`src/rtl/xor_fold_scheduler.sv`:
```
// -----------------------------------------------------------------------------
// xor_fold_scheduler
// Shared serial XOR-fold engine arbitrated between two requesters. One
// requester at a time is granted the single accumulator for a whole frame of
// LEN words; the folded result (XOR of all words) is returned with the tag of
// the requester that produced it. Grants alternate round-robin on ties.
//
// Ports:
//   CLK               clock, all state updates on the rising edge
//   RESET             synchronous, active-high reset
//   I0_valid/I0_data  requester 0 word stream
//   I0_ready          requester 0 word accepted when high together with valid
//   I1_valid/I1_data  requester 1 word stream
//   I1_ready          requester 1 word accepted when high together with valid
//   O_valid/O_data    registered folded result
//   O_tag             registered index of the requester owning O_data
//   O_ready           downstream accepts the result
// -----------------------------------------------------------------------------
module xor_fold_scheduler #(
    parameter int WIDTH = 2,
    parameter int LEN   = 8
) (
    input  logic             CLK,
    input  logic             RESET,
    input  logic             I0_valid,
    input  logic [WIDTH-1:0] I0_data,
    output logic             I0_ready,
    input  logic             I1_valid,
    input  logic [WIDTH-1:0] I1_data,
    output logic             I1_ready,
    output logic             O_valid,
    output logic [WIDTH-1:0] O_data,
    output logic             O_tag,
    input  logic             O_ready
);

    localparam int CNT_W = (LEN > 1) ? $clog2(LEN) : 1;
    localparam logic [CNT_W-1:0] CNT_LAST = CNT_W'(LEN - 1);
    localparam logic [CNT_W-1:0] CNT_ONE  = CNT_W'(1);

    localparam logic [1:0] ST_IDLE  = 2'd0;
    localparam logic [1:0] ST_ACCUM = 2'd1;
    localparam logic [1:0] ST_DONE  = 2'd2;

    logic [1:0]       state_r;
    logic [WIDTH-1:0] acc_r;
    logic [CNT_W-1:0] cnt_r;
    logic             owner_r;
    logic             last_grant_r;
    logic             o_valid_r;
    logic [WIDTH-1:0] o_data_r;
    logic             o_tag_r;

    logic             grantee_s;
    logic             owner_valid_s;
    logic [WIDTH-1:0] owner_data_s;
    logic [WIDTH-1:0] acc_next_s;

    // Round-robin pick: on a tie the requester that did not win last time
    // is chosen; otherwise the single requester asking is chosen.
    function automatic logic pick_grantee(input logic v0, input logic v1,
                                          input logic last);
        logic g;
        if (v0 && v1) begin
            g = ~last;
        end else if (v0) begin
            g = 1'b0;
        end else begin
            g = 1'b1;
        end
        return g;
    endfunction

    // Select the owner's word stream and form the next accumulator value.
    always_comb begin
        grantee_s = pick_grantee(I0_valid, I1_valid, last_grant_r);
        if (owner_r) begin
            owner_valid_s = I1_valid;
            owner_data_s  = I1_data;
        end else begin
            owner_valid_s = I0_valid;
            owner_data_s  = I0_data;
        end
        acc_next_s = acc_r ^ owner_data_s;
    end

    // Frame sequencing: grant, accumulate LEN words, hold the result until taken.
    always_ff @(posedge CLK) begin
        if (RESET) begin
            state_r      <= ST_IDLE;
            acc_r        <= '0;
            cnt_r        <= '0;
            owner_r      <= 1'b0;
            last_grant_r <= 1'b1;
            o_valid_r    <= 1'b0;
            o_data_r     <= '0;
            o_tag_r      <= 1'b0;
        end else begin
            case (state_r)
                ST_IDLE: begin
                    // Grant cycle consumes no word.
                    if (I0_valid || I1_valid) begin
                        owner_r      <= grantee_s;
                        last_grant_r <= grantee_s;
                        acc_r        <= '0;
                        cnt_r        <= '0;
                        state_r      <= ST_ACCUM;
                    end
                end
                ST_ACCUM: begin
                    if (owner_valid_s) begin
                        acc_r <= acc_next_s;
                        if (cnt_r == CNT_LAST) begin
                            // Counter is left at its last value so it never wraps.
                            state_r   <= ST_DONE;
                            o_valid_r <= 1'b1;
                            o_data_r  <= acc_next_s;
                            o_tag_r   <= owner_r;
                        end else begin
                            cnt_r <= cnt_r + CNT_ONE;
                        end
                    end
                end
                ST_DONE: begin
                    if (O_ready) begin
                        state_r   <= ST_IDLE;
                        o_valid_r <= 1'b0;
                    end
                end
                default: begin
                    state_r   <= ST_IDLE;
                    o_valid_r <= 1'b0;
                end
            endcase
        end
    end

    // Readies depend only on state and owner registers.
    assign I0_ready = (state_r == ST_ACCUM) && (owner_r == 1'b0);
    assign I1_ready = (state_r == ST_ACCUM) && (owner_r == 1'b1);
    assign O_valid  = o_valid_r;
    assign O_data   = o_data_r;
    assign O_tag    = o_tag_r;

endmodule

```
`config.mk`:
```
export PLATFORM = sky130hd
export DESIGN_NAME = xor_fold_scheduler
export DESIGN_NICKNAME = d
export VERILOG_FILES = /design/src/rtl/xor_fold_scheduler.sv
export SDC_FILE = /design/constraint.sdc
export NUM_CORES = 1
export LEC_CHECK = 0
export ABC_AREA = 1
export ABC_CLOCK_PERIOD_IN_PS = 1200
export BUFFER_PORTS_ARGS = -buffer_cell sky130_fd_sc_hd__buf_2
export CORE_MARGIN = 2
export CORE_UTILIZATION = 47
export CTS_CLUSTER_SIZE = 28
export DETAILED_ROUTE_END_ITERATION = 7
export PLACE_DENSITY = 0.72
export SETUP_SLACK_MARGIN = 0.02
export SYNTH_ARGS = -nofsm -noshare
export SYNTH_HDL_FRONTEND = slang
export SYNTH_SLANG_ARGS = --single-unit
```
`constraint.sdc`:
```
create_clock -name CLK -period 1.2 [get_ports CLK]
set_input_delay 0.24 -clock CLK [delete_from_list [all_inputs] [get_ports CLK]]
set_output_delay 0.24 -clock CLK [all_outputs]
set_load 0.01 [all_outputs]
```
==> impl_metrics.json <==
{
  "dp_hpwl_mm": 1.21,
  "port_buffers": 14,
  "start_kind": "flop",
  "grt_first_pass_wirelength_mm": 2.82,
  "synth_top_area_share_pct": 34.4,
  "hold_viol_final": 0,
  "ys_seq_area_share_pct": 34.4,
  "intPower_uw": 744,
  "slew_viol_final": 0,
  "layout_common_cells": "nand2_1 (37), inv_1 (18), buf_2 (14)",
  "seqPwrFrac_pct": 44.1,
  "r2r_slack_ps": -30,
  "pin_count": 15,
  "syn_inst": 120,
  "overflow": 0,
  "fmax_mhz": 768,
  "yosys_warnings": 0,
  "drive_gt1_share_pct": 35.6,
  "fin_worst_skew_ps": 5.32,
  "p_per_area_mw_per_mm2": 1070,
  "tritoncts": "done",
  "rr_worst_depth": 8,
  "violations": "setup timing",
  "cts.path.max_buffers": 2,
  "via_count": 808,
  "coreArea_sq_mm": 0.00151,
  "ys_seq_elements": 13,
  "numCtsBuffers": 3,
  "finalCriticalPeriod_ps": 1300,
  "p_leak_nw": 0.552,
  "routed_wl_mm": 1.70,
  "fin_crit_sh_pct": 109,
  "whs_endpoint": "state_r[1]$_SDFFE_PP0P_",
  "root_buffer": "clkbuf_4",
  "via_per_inst": 4.90,
  "required_ps": 960,
  "initial_core_util_pct": 50.2,
  "timing.rr.start": "state_r[0]$_SDFFE_PP0P_",
  "worstPathMaxFanout": 3,
  "status": "complete, but fails checks",
  "swShare_pct": 33.2,
  "finalWorstSetupSlack_ps": -103,
  "tightest_slew_ps": 292,
  "syn_area_sq_um": 756,
  "fin_util_pct": 69.4,
  "wl_per_cell_microns": 10.3,
  "diodes": 0,
  "min_from": "RESET",
  "ff_latch_area_sq_um": 268,
  "vdd_drop_max_v": 0.000653,
  "fin_tns_setup_ps": -235,
  "chipWidth_microns": 44.1,
  "clk_latency_ps": 280,
  "synthTopCellsByArea": "dfxtp_1 (34%), nand2_1 (20%), inv_1 (9.4%)",
  "fp.dieH_microns": 44.1,
  "ys_types": 16,
  "crit_arrival_ps": 1060,
  "syn_area_per_cell_sq_um": 6.30,
  "rsz0062_at_grt": "yes",
  "drc": 0,
  "synth_area_leader_cell": "dfxtp_1",
  "crit_path_start": "state_r[0]$_SDFFE_PP0P_",
  "critPathKind": "reg -> out",
  "pwr-share-comb_pct": 31.1,
  "final_common_cell": "nand2_1",
  "clockPowerShare_pct": 24.8,
  "die-area_sq_mm": 0.00194,
  "drt_iter0_drc": 15,
  "grt_pass1_vias": 709,
  "drt_pass1_iterations": 3,
  "drtAntennaViolNets": 0,
  "place_congestion": 0.869,
  "cp-end-kind": "primary output",
  "clk_pin_slew_ps": 80,
  "reg2reg_to": "state_r[0]$_SDFFE_PP0P_",
  "min_path_type": "in -> reg",
  "dpl_cell_area_sq_um": 897,
  "grt_max_degree": 11,
  "maxCapViolations": 0,
  "grt.total_usage_pct": 19.3,
  "fillers": 139,
  "area_growth_pct": 38.2,
  "p_switching_uw": 370,
  "slew_headroom_pct": 80.4,
  "row_count": 14,
  "clock_sinks": 13,
  "setup_viol": 5,
  "cts_max_level": 1,
  "num-nets-final": 161,
  "synth_fp_nets": 131,
  "hold_depth": 2,
  "multi_input_area_sq_um": 493,
  "final_cell_area_sq_mm": 0.00104,
  "antenna_found_initial": 0
}
==> critical path, stage by stage, from the launching register on <==
cell	delay (ps)
dfxtp_2	360
inv_2	60
nor2_4	110
inv_4	50
nor2_1	70
buf_2	130
==> per-stage QoR <==
step | setup slack, ps | hold slack (ps) | cells | power, mW
after CTS | -98.2 | 156 | 163 | 1.10
after floorplan | 30.4 | 309 | 120 | 0.691
after global routing | -136 | 168 | 165 | 1.19
final | -103 | 153 | 165 | 1.11
after detailed placement | -79.0 | 435 | 155 | 0.776
after global placement | -62.2 | 439 | 155 | 0.772
==> power by group through the flow <==
stage	logic, mW	clock network [mW]	registers (mW)
3_3_place_gp	0.277	0	0.494
4_1_cts	0.323	0.281	0.493
5_1_grt	0.394	0.297	0.495
6_report	0.347	0.276	0.491
3_5_place_dp	0.281	0	0.495
2_1_floorplan	0.196	0	0.495
==> timing repair <==
| action | CTS | global route |
|---|---|---|
| setup buffers | 4 | 2 |
| pin swaps | 5 | 10 |
| setup endpoints to repair | 11 | 11 |
| hold buffers | 0 | 0 |
| gates resized for setup | 12 | 9 |
==> synth_stat cells <==
library cell	instances
inv_1	19
ha_1	2
nor2_1	13
clkinv_1	1
nor2_4	2
o21ai_0	1
nand2_2	2
nand3_4	1
nand2_1	40
inv_2	1
nand3_1	11
a21oi_1	9
nand4_1	3
nand3_2	1
inv_4	1
dfxtp_1	13
==> worst max path at each step <==
stage	endpoint	slack (ps)	depth (start not counted)
2_1_floorplan	state_r[0]$_SDFFE_PP0P_	30	7
3_3_place_gp	O_data[1]$_SDFFE_PP0P_	-60	7
3_5_place_dp	O_data[0]$_SDFFE_PP0P_	-80	7
4_1_cts	I0_ready	-100	5
5_1_grt	I0_ready	-140	5
6_report	I1_ready	-100	5
==> flip-flops by register name, summed over array words and instances, names as in the netlist <==
signal        flops
O_valid           1
acc_r             2
owner_r           1
O_tag             1
O_data            2
last_grant_r      1
cnt_r             3
state_r           2
==> routing by layer <==
| layer | vias up | GRT usage [%] | routed length, microns |
|---|---|---|---|
| met1 | 363 | 24.5 | 796 |
| li1 | 427 | - | - |
| met5 | - | 0 | 0 |
| met4 | 0 | 9.09 | 30 |
| met3 | 4 | 2.45 | 48 |
| met2 | 14 | 32.4 | 821 |
==> cell type report <==
cell class	instances	area share, %
Timing Repair Buffer	25	14.6
Clock buffer	4	2.51
Inverter	22	8.14
Tap cell	16	1.92
Sequential cell	13	25.6
Multi-Input combinational cell	85	47.2
==> cells by family (layout without fill, tap and decap cells) <==
logic type                 count (synthesis)  after routing  share of synthesized area (%)
and+or+nand+nor                           73             73                           44.4
buffers and inverters                     22             51                           11.3
DFF                                       13             13                           34.4
adders and majority gates                  2              2                           3.31
AOI/OAI and AO/OA                         10             10                           6.62
Note: power is estimated with default switching activity, not from simulation.
